### config.mk
export PLATFORM = sky130hd
export DESIGN_NAME = vector_fetch_unit
export DESIGN_NICKNAME = d
export VERILOG_FILES = /design/src/rtl/cpu_pkg.sv /design/src/rtl/nmi_edge_latch.sv /design/src/rtl/vector_fetch_unit.sv
export SDC_FILE = /design/constraint.sdc
export NUM_CORES = 1
export LEC_CHECK = 0
export ABC_AREA = 1
export CORE_MARGIN = 3
export CORE_UTILIZATION = 33
export CTS_CLUSTER_DIAMETER = 30
export DETAILED_ROUTE_END_ITERATION = 8
export PLACE_DENSITY = 0.69
export SETUP_SLACK_MARGIN = 0.05
export SYNTH_ARGS = -nofsm -noshare
export SYNTH_HDL_FRONTEND = slang
export SYNTH_SLANG_ARGS = --single-unit
### constraint.sdc
create_clock -name clk -period 5 [get_ports clk]
set_input_delay 1 -clock clk [delete_from_list [all_inputs] [get_ports clk]]
set_output_delay 1 -clock clk [all_outputs]
set_load 0.005 [all_outputs]
### src/rtl/cpu_pkg.sv
// Shared CPU types and constants.
// Vector fetch states, vector codes and default vector addresses.
package cpu_pkg;

    typedef enum logic [1:0] {
        IDLE,
        FETCH_LO,
        FETCH_HI,
        LOAD
    } vec_state_t;

    localparam logic [1:0] VT_NONE  = 2'b00;
    localparam logic [1:0] VT_RESET = 2'b01;
    localparam logic [1:0] VT_NMI   = 2'b10;
    localparam logic [1:0] VT_IRQ   = 2'b11;

    localparam logic [15:0] DEF_NMI_VEC   = 16'hFFFA;
    localparam logic [15:0] DEF_RESET_VEC = 16'hFFFC;
    localparam logic [15:0] DEF_IRQ_VEC   = 16'hFFFE;

endpackage

### src/rtl/nmi_edge_latch.sv
// NMI falling-edge detector with a sticky pending flag.
// Clear wins over a coincident edge: that edge is the one being consumed.
module nmi_edge_latch (
    input  logic clk,
    input  logic reset_n,
    input  logic i_nmi_n,
    input  logic i_clr,
    output logic o_edge,
    output logic o_pending
);

    logic r_nmi_prev;
    logic r_pending;

    assign o_edge    = r_nmi_prev & ~i_nmi_n;
    assign o_pending = r_pending;

    // Track the previous pin level and hold an edge until serviced.
    always_ff @(posedge clk or negedge reset_n) begin
        if (!reset_n) begin
            r_nmi_prev <= 1'b1;
            r_pending  <= 1'b0;
        end else begin
            r_nmi_prev <= i_nmi_n;
            if (i_clr) begin
                r_pending <= 1'b0;
            end else if (o_edge) begin
                r_pending <= 1'b1;
            end
        end
    end

endmodule

### src/rtl/vector_fetch_unit.sv
// Fetches the RESET/NMI/IRQ/BRK vector and loads it into the PC.
// An NMI seen during the IRQ low-byte fetch redirects to the NMI vector.
module vector_fetch_unit
    import cpu_pkg::*;
#(
    parameter logic [15:0] NMI_VEC   = DEF_NMI_VEC,
    parameter logic [15:0] RESET_VEC = DEF_RESET_VEC,
    parameter logic [15:0] IRQ_VEC   = DEF_IRQ_VEC
) (
    input  logic        clk,
    input  logic        reset_n,
    input  logic        nmi_n,
    input  logic        irq_n,
    input  logic        i_flag,
    input  logic        brk_req,
    input  logic        instr_boundary,
    input  logic [7:0]  data_in,
    output logic [15:0] addr,
    output logic        addr_valid,
    output logic [7:0]  pcl_out,
    output logic [7:0]  pch_out,
    output logic        pc_load,
    output logic        inc_inhibit,
    output logic        set_i_flag,
    output logic [1:0]  vector_taken
);

    vec_state_t  r_state;
    vec_state_t  w_state_nxt;
    logic [1:0]  r_vec_sel;
    logic [1:0]  w_vec_sel_nxt;
    logic        r_reset_pending;
    logic        w_reset_pending_nxt;
    logic [7:0]  r_lo_byte;
    logic [15:0] w_vec_base;
    logic        w_nmi_edge;
    logic        w_nmi_pending;
    logic        w_nmi_clr;
    logic        w_nmi_req;
    logic        w_irq_req;

    nmi_edge_latch u_nmi (
        .clk       (clk),
        .reset_n   (reset_n),
        .i_nmi_n   (nmi_n),
        .i_clr     (w_nmi_clr),
        .o_edge    (w_nmi_edge),
        .o_pending (w_nmi_pending)
    );

    assign w_nmi_req = w_nmi_pending | w_nmi_edge;
    assign w_irq_req = (~irq_n & ~i_flag) | brk_req;

    // State, selected vector and reset-pending registers.
    always_ff @(posedge clk or negedge reset_n) begin
        if (!reset_n) begin
            r_state         <= IDLE;
            r_vec_sel       <= VT_NONE;
            r_reset_pending <= 1'b1;
        end else begin
            r_state         <= w_state_nxt;
            r_vec_sel       <= w_vec_sel_nxt;
            r_reset_pending <= w_reset_pending_nxt;
        end
    end

    // Low vector byte arrives during FETCH_HI.
    always_ff @(posedge clk or negedge reset_n) begin
        if (!reset_n) begin
            r_lo_byte <= 8'h00;
        end else if (r_state == FETCH_HI) begin
            r_lo_byte <= data_in;
        end
    end

    // Request acceptance, NMI redirect and sequencing.
    always_comb begin
        w_state_nxt         = r_state;
        w_vec_sel_nxt       = r_vec_sel;
        w_reset_pending_nxt = r_reset_pending;
        w_nmi_clr           = 1'b0;
        unique case (r_state)
            IDLE: begin
                if (r_reset_pending) begin
                    w_state_nxt         = FETCH_LO;
                    w_vec_sel_nxt       = VT_RESET;
                    w_reset_pending_nxt = 1'b0;
                end else if (instr_boundary && w_nmi_req) begin
                    w_state_nxt   = FETCH_LO;
                    w_vec_sel_nxt = VT_NMI;
                    w_nmi_clr     = 1'b1;
                end else if (instr_boundary && w_irq_req) begin
                    w_state_nxt   = FETCH_LO;
                    w_vec_sel_nxt = VT_IRQ;
                end
            end
            FETCH_LO: begin
                if (r_vec_sel == VT_IRQ && w_nmi_req) begin
                    w_vec_sel_nxt = VT_NMI;
                    w_nmi_clr     = 1'b1;
                end else begin
                    w_state_nxt = FETCH_HI;
                end
            end
            FETCH_HI: w_state_nxt = LOAD;
            LOAD:     w_state_nxt = IDLE;
            default:  w_state_nxt = IDLE;
        endcase
    end

    // Vector base address for the sequence in progress.
    always_comb begin
        w_vec_base = 16'h0000;
        unique case (r_vec_sel)
            VT_RESET: w_vec_base = RESET_VEC;
            VT_NMI:   w_vec_base = NMI_VEC;
            VT_IRQ:   w_vec_base = IRQ_VEC;
            default:  w_vec_base = 16'h0000;
        endcase
    end

    // Bus and PC-load outputs; everything reads zero when not valid.
    always_comb begin
        addr         = 16'h0000;
        addr_valid   = 1'b0;
        inc_inhibit  = 1'b0;
        pcl_out      = 8'h00;
        pch_out      = 8'h00;
        pc_load      = 1'b0;
        set_i_flag   = 1'b0;
        vector_taken = VT_NONE;
        unique case (r_state)
            FETCH_LO: begin
                addr        = w_vec_base;
                addr_valid  = 1'b1;
                inc_inhibit = 1'b1;
            end
            FETCH_HI: begin
                addr        = w_vec_base + 16'd1;
                addr_valid  = 1'b1;
                inc_inhibit = 1'b1;
            end
            LOAD: begin
                addr_valid   = 1'b1;
                inc_inhibit  = 1'b1;
                pcl_out      = r_lo_byte;
                pch_out      = data_in;
                pc_load      = 1'b1;
                set_i_flag   = 1'b1;
                vector_taken = r_vec_sel;
            end
            default: ;
        endcase
    end

endmodule
==> results of run 1 <==
flip-flops by register name, indices dropped and copies added (netlist names):
signal and flops:
r_reset_pending 1, r_lo_byte 8, u_nmi.r_nmi_prev 1, u_nmi.o_pending 1, r_vec_sel 2, r_state 2
area by class of cell:
class	count	share of cell area, %
tap	31	2.62
multi-input combinational	68	27.7
inverter	29	7.34
clock buffer	4	1.77
sequential	15	25.5
timing repair buffer	52	35.1
metrics by stage:
step           instance area [sq um]  total power [uW]  worst slack [ps]  hold WS, ps  cells
2_1_floorplan                   1020               629              2420          448    129
3_3_place_gp                    1460               866              1820          462    195
3_5_place_dp                    1460               883              1730          469    195
4_1_cts                         1480               952              1410          482    199
5_1_grt                         1480              1030              1200          496    199
6_report                        1480               932              1470          482    199
worst max path at each step:
stage	start	endpoint	slack, ps
final	r_state[0]$_DFFE_PN0P_	addr[13]	1470
after global routing	r_state[0]$_DFFE_PN0P_	addr[10]	1200
after CTS	r_state[0]$_DFFE_PN0P_	addr[8]	1410
after detailed placement	r_state[0]$_DFFE_PN0P_	addr[8]	1730
after global placement	r_state[0]$_DFFE_PN0P_	addr[14]	1820
after floorplan	r_state[0]$_DFFE_PN0P_	addr[10]	2420
worst min-delay path, cell delays in order, from the launching register on:
cell                      delay [ps]
sky130_fd_sc_hd__dfstp_2         380
sky130_fd_sc_hd__inv_1            60
sky130_fd_sc_hd__nor2_1           40
power breakdown:
part | total (uW) | internal [uW] | switching, uW
sequential | 212 | 178 | 33.7
clock | 65.6 | 30.9 | 34.7
combinational | 655 | 393 | 262
cell families after synthesis:
group           Yosys count  share of synthesized area [%]
flops                    15                           37.1
simple gates             51                           21.6
compound gates            3                           2.45
mux                       8                           8.83
buf+inv                  46                           22.7
fa+ha+maj                 6                           7.36
cells in the final DEF (no fill, tap or decap), drive strengths merged:
cell type,count
dfrtp,13
o21bai,1
o21ai,1
or2,2
nand2,37
inv,29
clkdlybuf4s50,52
dfstp,2
a221oi,1
clkbuf,4
mux2,8
nor2,5
nand3,6
nor3,1
ha,6
metal layers:
| metal | GRT usage, % | routed length (microns) | share of wire (%) | up-vias |
|---|---|---|---|---|
| met3 | 3.14 | 80 | 3.8 | 2 |
| li1 | - | - | - | 446 |
| met4 | 2.73 | 23 | 1.1 | 0 |
| met1 | 13.8 | 850 | 40 | 389 |
| met2 | 22.7 | 1150 | 55 | 19 |
| met5 | 0 | 0 | 0 | - |
==> qor.csv, run 1 <==
metric,value,unit
status,"finished, final reports clean",
path_buf_inv,2,
first_global_vias,782,
rr_startpoint,r_state[0]$_DFFE_PN0P_,
crit_path_depth,6,
finalSetupViolCount,0,
critical_setup_path_class,reg -> out,
finClkSkew,5.26,ps
num_antenna_cells,0,
max_cap_viol_count,0,
fmax,0.283,GHz
grt_pass1_wl,3450,microns
boundaryPins,53,
drc,0,
critPathArrivalTime,2530,ps
share_of_async_settable_or_async_resettable_flops_after_synthesis,100,%
buffer_ports.inserted,52,
postSynthNetCount,150,
clkTransAtPathRegs,80,ps
worst_setup_path_start_kind,register,
seqCellArea,378,sq um
areaGrowthSynthToFinish,45.4,%
grt_start_max_net_pins,21,
critical_path.max_stage_delay,580,ps
critical_path.top_delay_family,buffers and inverters,
detailroute.via_count,856,
postSynthCellCount,129,
leakagePower,0.000784,uW
cts_buffer_depth,2,
number_of_clock_buffers_inserted_by_tritoncts,3,
power-per-cell-area,629,nW/um^2
tritoncts,built,
timing.final.crit_period,3530,ps
ctsHtreeMaxLevel,1,
min_path_cells,2,
average_size_of_a_mapped_cell,7.90,sq um
std_cell_rows,19,
via_per_inst,4.30,
fin_setup_tns,0,ps
mappedNetlistArea,1020,sq um
synth_warnings,0,
reg2reg_setup_slack,3460,ps
endpoint_kind,output port,
worst-path-max-fanout,13,
cts_hold_buf,0,
globalplace.congestion,0.743,
fraction_of_synthesized_cell_area_taken_by_the_top_area_cell_type,31.9,%
worst_slew_margin_relative_to_its_limit,54.1,%
synth-edff-count,0,
grtUsageTotal,12.2,%
filler_cell_count,268,
synth_most_common_cell,sky130_fd_sc_hd__nand2_1,
hold_path_startpoint,r_reset_pending$_DFFE_PN1N_,
slowest_stage,sky130_fd_sc_hd__clkdlybuf4s50_1,
synth_commonest_cells,"sky130_fd_sc_hd__nand2_1, sky130_fd_sc_hd__inv_1, sky130_fd_sc_hd__buf_4, sky130_fd_sc_hd__dfrtp_1, sky130_fd_sc_hd__mux2_2",
seq_area_frac_synth,37.1,%
postSynth.topFlopCell,sky130_fd_sc_hd__dfrtp_1,
final_layout_size_suffix_gt1_share,11.9,%
vdd_drop_max,0.000204,V
initial_core_util,35.7,%
clock-sinks,15,
clock_tree_root,sky130_fd_sc_hd__clkbuf_4,
design.core.area,2850,sq um
place_hpwl,1800,microns
final_hold_viol_count,0,
avgRoutedWirePerCell,10.6,microns
synth.distinct_cells,19,
die_w,61.6,microns
clock_latency_at_the_later_pin_of_the_worst_skew_pair,270,ps
worstHoldEndpoint,r_reset_pending$_DFFE_PN1N_,
synth.largest_area_cell,sky130_fd_sc_hd__dfrtp_1,
post-route-util,52.0,%
drt_iter0_drc,20,
layout.nets,190,
die-area,3790,sq um
multi_input_area,410,sq um
detailedRoute.firstPassIterationCount,4,
hp-class,reg -> reg,
grt_remaining_overflow,0,
routed_wirelength,2100,microns
unrepaired_setup_endpoints_after_global_routing,no,
chipHeight,61.6,microns
number_of_antenna_violations_at_the_first_check_in_global_routing,0,
cts.repair.resized,0,
postRouteAntennaNets,0,
final_min_period_over_clock_period,70.5,%
synth_top_cells_by_area,"sky130_fd_sc_hd__dfrtp_1, sky130_fd_sc_hd__nand2_1, sky130_fd_sc_hd__buf_4",
worst_pin_slew,687,ps
timing.critical_path.cells,inv_1 -> ha_1 -> nor2_1 -> nor3_1 -> or2_1 -> clkdlybuf4s50_1,
timing_max_transition_violations_final,0,
worstPathRequired,4000,ps
cts_post_setup_buffers_inserted,0,
synth_register_bits,15,
reg2reg_to,r_lo_byte[6]$_DFFE_PN0N_,
reg2regPathDepth,3,
Note: power is estimated with default switching activity, not from simulation.
==> run 2, diff against run 1 <==
- PLACE_DENSITY: 0.69 -> 0.72
- clock period: 5 -> 3.2 ns (I/O delays scaled with it)
==> qor.csv, run 2 (synthesis gave the netlist of run 1 again) <==
metric,value,unit
status,"finished, final reports clean",
timing.final.crit_period,2960,ps
number_of_flip_flops_in_the_largest_register,8,
top_regs,"r_lo_byte (8), r_state (2), r_vec_sel (2)",
globalplace.congestion,0.854,
via_per_inst,4.35,
timing_max_transition_violations_final,0,
endpoint_kind,output port,
areaGrowthSynthToFinish,46.1,%
detailed_place.area,1460,sq um
critical_setup_path_class,reg -> out,
rr_startpoint,r_state[1]$_DFFE_PN0P_,
fin_worst_hold_slack,478,ps
max_cap_viol_count,0,
critPathArrivalTime,2320,ps
fmax,0.338,GHz
clock_power_share,7.2,%
worst_setup_path_start_kind,register,
number_of_antenna_violations_at_the_first_check_in_global_routing,0,
initial_core_util,35.7,%
detailroute.via_count,869,
die-area,3790,sq um
final_hold_viol_count,0,
cts_hold_buf,0,
grt_remaining_overflow,0,
leakagePower,0.000789,uW
finClkSkew,5.88,ps
critical_path.max_stage_delay,580,ps
switching_share,35.6,%
number_of_clock_buffers_inserted_by_tritoncts,3,
worst_setup_path_startpoint,r_state[1]$_DFFE_PN0P_,
place_hpwl,1770,microns
fin_setup_tns,0,ps
detailedRoute.firstPassIterationCount,4,
filler_cell_count,269,
grt_pass1_wl,3420,microns
power-per-cell-area,986,nW/um^2
buffer_ports.inserted,52,
worst_slew_margin_relative_to_its_limit,54.8,%
finalSetupViolCount,0,
placement.setup.worst_slack,531,ps
worstPathRequired,2560,ps
vdd_drop_max,0.000365,V
std_cell_rows,19,
clock_tree_root,sky130_fd_sc_hd__clkbuf_4,
boundaryPins,53,
ctsHtreeMaxLevel,1,
num_antenna_cells,0,
final_layout_size_suffix_gt1_share,12.4,%
layout.nets,191,
die_w,61.6,microns
sequentialPowerShare,22.4,%
final_area,1490,sq um
mostFrequentLayoutCell,sky130_fd_sc_hd__clkdlybuf4s50_1,
slowest_stage,sky130_fd_sc_hd__clkdlybuf4s50_1,
avgRoutedWirePerCell,10.7,microns
top_library_cells_by_usage_in_the_layout_fill_and_taps_aside,"sky130_fd_sc_hd__clkdlybuf4s50_1, sky130_fd_sc_hd__nand2_1, sky130_fd_sc_hd__inv_1",
routed_wirelength,2130,microns
clock-sinks,15,
drt_iter0_drc,18,
power.share.combinational,70.4,%
critical_path.top_delay_family,buffers and inverters,
cts.repair.resized,0,
design.core.area,2850,sq um
hold_path_startpoint,r_reset_pending$_DFFE_PN1N_,
path_buf_inv,3,
unrepaired_setup_endpoints_after_global_routing,no,
timing.critical_path.cells,inv_1 -> ha_1 -> inv_1 -> nor3_1 -> or2_1 -> clkdlybuf4s50_1,
post-route-util,52.2,%
worst_pin_slew,675,ps
grt_start_max_net_pins,21,
clock_latency_at_the_later_pin_of_the_worst_skew_pair,280,ps
clkTransAtPathRegs,90,ps
crit_path_top_cell_by_count,sky130_fd_sc_hd__inv_1,
chipHeight,61.6,microns
final_min_period_over_clock_period,92.4,%
grtUsageTotal,12.3,%
final_critical_path_setup_slack,244,ps
first_global_vias,795,
power.switching,523,uW
cts_post_setup_buffers_inserted,0,
tritoncts,built,
cellInternalPower,947,uW
largest-register,r_lo_byte,
cts_buffer_depth,2,
hp-class,reg -> reg,
postRouteAntennaNets,0,
drc,0,
worst-path-max-fanout,13,
run 2: changes by cell type in the layout (fill, tap and decap cells not counted):
cell	delta
sky130_fd_sc_hd__buf_4	+1
run 2: final timing paths:
kind                            cells after the start                          end  slack [ps]
min in group asynchronous                           1     r_lo_byte[2]$_DFFE_PN0N_         760
worst min-delay path                                2  r_reset_pending$_DFFE_PN1N_         480
worst max-delay path                                6                      addr[5]         240
max in group asynchronous                           1     r_lo_byte[4]$_DFFE_PN0N_        2000
worst max register to register                      9     r_vec_sel[0]$_DFFE_PN0P_        1680
worst min register to register                      2  r_reset_pending$_DFFE_PN1N_         480
run 2: power by group through the flow:
| stage | Clock (uW) | Sequential, uW | Combinational, uW |
|---|---|---|---|
| 6_report | 106 | 329 | 1040 |
| 4_1_cts | 112 | 330 | 1060 |
| 3_3_place_gp | 0 | 330 | 1030 |
| 2_1_floorplan | 0 | 322 | 661 |
| 3_5_place_dp | 0 | 334 | 1050 |
| 5_1_grt | 123 | 345 | 1150 |
run 2: layout make-up:
type / count / area (sq um) / share of cell area [%]
flip-flops and latches: 15 / 378 / 25.4
repair buffers: 53 / 528 / 35.4
clock buffers: 4 / 26.3 / 1.76
well taps: 31 / 38.8 / 2.60
inverters: 29 / 109 / 7.30
multi-input cells: 68 / 410 / 27.5
run 2: per-layer routing:
metal | track usage [%] | vias up | part of all wire [%]
met1 | 12.9 | 408 | 40
met5 | 0 | - | 0
met4 | 5.45 | 0 | 1.3
li1 | - | 443 | -
met2 | 22.9 | 16 | 55
met3 | 3.14 | 2 | 3.2
run 2: worst register-to-register path, delay by kind of cell, from the launching register on:
kind | cells | cell delay, ps
simple gates | 6 | 520
buf+inv | 1 | 120
flops | 1 | 430
compound gates | 1 | 100
fa+ha+maj | 1 | 250
run 2: through the flow:
| step | instances | power (uW) |
|---|---|---|
| 2_1_floorplan | 129 | 983 |
| 3_3_place_gp | 196 | 1360 |
| 3_5_place_dp | 196 | 1390 |
| 4_1_cts | 200 | 1500 |
| 5_1_grt | 200 | 1620 |
| 6_report | 200 | 1470 |
==> run 3, diff against run 2 <==
- CTS_CLUSTER_SIZE: default -> 14
==> results of run 3 <==
No change in the layout: final DEF, timing and power equal those of run 2.
==> patch (flow settings as in run 2) <==
Register the output `pcl_out`, with the module's reset; this adds one clock of latency there. The other outputs are not delayed to match.
--- a/src/rtl/vector_fetch_unit.sv
+++ b/src/rtl/vector_fetch_unit.sv
@@ -25,4 +25,6 @@
     output logic [1:0]  vector_taken
 );
+
+    logic [7:0] pcl_d;
 
     vec_state_t  r_state;
@@ -125,5 +127,5 @@
         addr_valid   = 1'b0;
         inc_inhibit  = 1'b0;
-        pcl_out      = 8'h00;
+        pcl_d        = 8'h00;
         pch_out      = 8'h00;
         pc_load      = 1'b0;
@@ -144,5 +146,5 @@
                 addr_valid   = 1'b1;
                 inc_inhibit  = 1'b1;
-                pcl_out      = r_lo_byte;
+                pcl_d        = r_lo_byte;
                 pch_out      = data_in;
                 pc_load      = 1'b1;
@@ -154,3 +156,11 @@
     end
 
+    always_ff @(posedge clk or negedge reset_n) begin
+        if (!reset_n) begin
+            pcl_out <= '0;
+        end else begin
+            pcl_out <= pcl_d;
+        end
+    end
+
 endmodule
Behaviour: not the same (Yosys sat finds a counterexample within 4 cycles, from zero or initial values and one cycle with reset_n low).
==> patch against run 2 <==
- global-route usage decreased by 1.1 points
- sequential cell count increased by 8
- highest routed layer unchanged
- non-clock buffer count increased by 2
- power increased by 13%
- first-iteration DRC count increased by 44%
- routed wire length increased by 12%
- clock skew decreased by 0.0046 ns
- critical endpoint is now addr[7]
- synthesized area increased by 20%
- cell area increased by 17%
- setup slack improved by 0.060 ns
==> patch: results (changes against run 2) <==
Top Layer Used=met4; GP Congestion=0.692 (-19%); DP Cell Count=238 (+21%); sequential share of the synthesized area=47.3% (+10 points); largest net degree at the start of global routing=24 (+14%); met2 Track Usage GR=18.8% (-4.1 points); Max clock buf depth=2 (unchanged); initial antenna violation count=0 (unchanged); CTS clk-pin slew, worst paths=0.08 ns; post_cts resized=0 (unchanged); Worst Path Max Fanout=13 (unchanged); vias=969 (+12%); LEAKAGE=0.962 nW (+22%); Cell variety after synth=18 (-1); GRT Resource Usage Total=11.2% (-1.1 points); grt met1 use=14.3% (+1.4 points); drt total wl=2390 um (+12%); worst skew pair latency=0.26 ns (-0.02 ns); Met2 Wirelength=1190 um (+1.0%); vias in the first global route=876 (+10%); VDD IR max=0.000370 V (+1.3%); Post-Syn Instances=154 (+19%); TritonCTS buffer count=3 (unchanged); multi-input logic area=408 um^2 (-0.61%); drt via density=4.00 (-7.8%); FILL cells=320 (+19%); Syn Nets=175 (+17%); first-pass GRT wire length=3880 um (+14%); Most used DFF post-synth=dfrtp_1; Post-CTS Setup Inserts=0 (unchanged); Post-DP HPWL=1870 um (+5.6%); status=finished clean; dominant cells by area after synthesis=dfrtp_1 43%, nand2_1 18%, buf_4 9.2%; Final ANT Viol Nets=0 (unchanged); Worst-Margin Slew=0.986 ns (+0.310 ns); ratio of cells with drive above 1 in the final layout=9.18% (-3.2 points); met3 Track Usage GR=2.36% (-0.78 points); most instantiated cells after synthesis=59 x nand2_1, 27 x inv_1, 21 x dfrtp_1, 15 x buf_4, 6 x ha_1; top flop regs=pcl_out: 8 flops, r_lo_byte: 8 flops; met1 wire length=1080 um (+27%); DR iter-0 viols=26 (+8); nets=218 (+14%); CP arrival=2.26 ns (-0.06 ns); clk root buf=clkbuf_8; met3 WL=97 um (+41%); Final Skew=0.00129 ns (-0.00459 ns)
-- patch: report_power, final --
| group | switching [W] | total, W | internal (W) |
|---|---|---|---|
| sequential | 0.0000613 | 0.000466 | 0.000405 |
| combinational | 0.000448 | 0.00102 | 0.000576 |
| clock | 0.0000898 | 0.000177 | 0.0000869 |
| total | 0.000599 | 0.00167 | 0.00107 |
-- patch: metrics by stage --
stage	cell area (um^2)	utilization (%)	setup slack [ns]
floorplan	1220	-	0.994
global placement	1700	49.4	0.649
detailed placement	1700	49.4	0.575
CTS	1750	50.7	0.271
global route	1750	50.7	0.126
finish	1750	50.7	0.305
-- patch: kinds of logic after synthesis --
| kind of cell | Yosys count | share of synthesized area [%] |
|---|---|---|
| AOI/OAI and AO/OA | 3 | 2.05 |
| adders and majority gates | 6 | 6.15 |
| buffers and inverters | 47 | 19.3 |
| DFF | 23 | 47.3 |
| and+or+nand+nor | 75 | 25.2 |
-- patch: cell type report --
type	instances	share of cell area, %
timing repair buffer	55	31.1
clock buffer	3	2.37
sequential	23	33.1
multi-input combinational	84	23.4
clock inverter	1	0.287
inverter	30	6.45
tap	46	3.30
-- patch: path summary, 6_finish.rpt --
path / endpoint / from / slack, ns / depth (start not counted)
min in group asynchronous: pcl_out[3] / reset_n / 0.92 / 1
max in group asynchronous: u_nmi.r_nmi_prev / reset_n / 1.61 / 2
min: pcl_out[3] / r_lo_byte[3] / 0.46 / 2
min reg2reg: pcl_out[3] / r_lo_byte[3] / 0.46 / 2
max reg2reg: r_vec_sel[0] / r_state[1] / 1.73 / 9
max: addr[7] / r_state[0] / 0.30 / 6
-- patch: critical path, cell delays in order (launching register included) --
cell,delay (ns)
dfrtp_1,0.39
inv_1,0.11
ha_1,0.32
inv_1,0.04
nor3_1,0.20
or2_1,0.34
clkdlybuf4s50_1,0.58
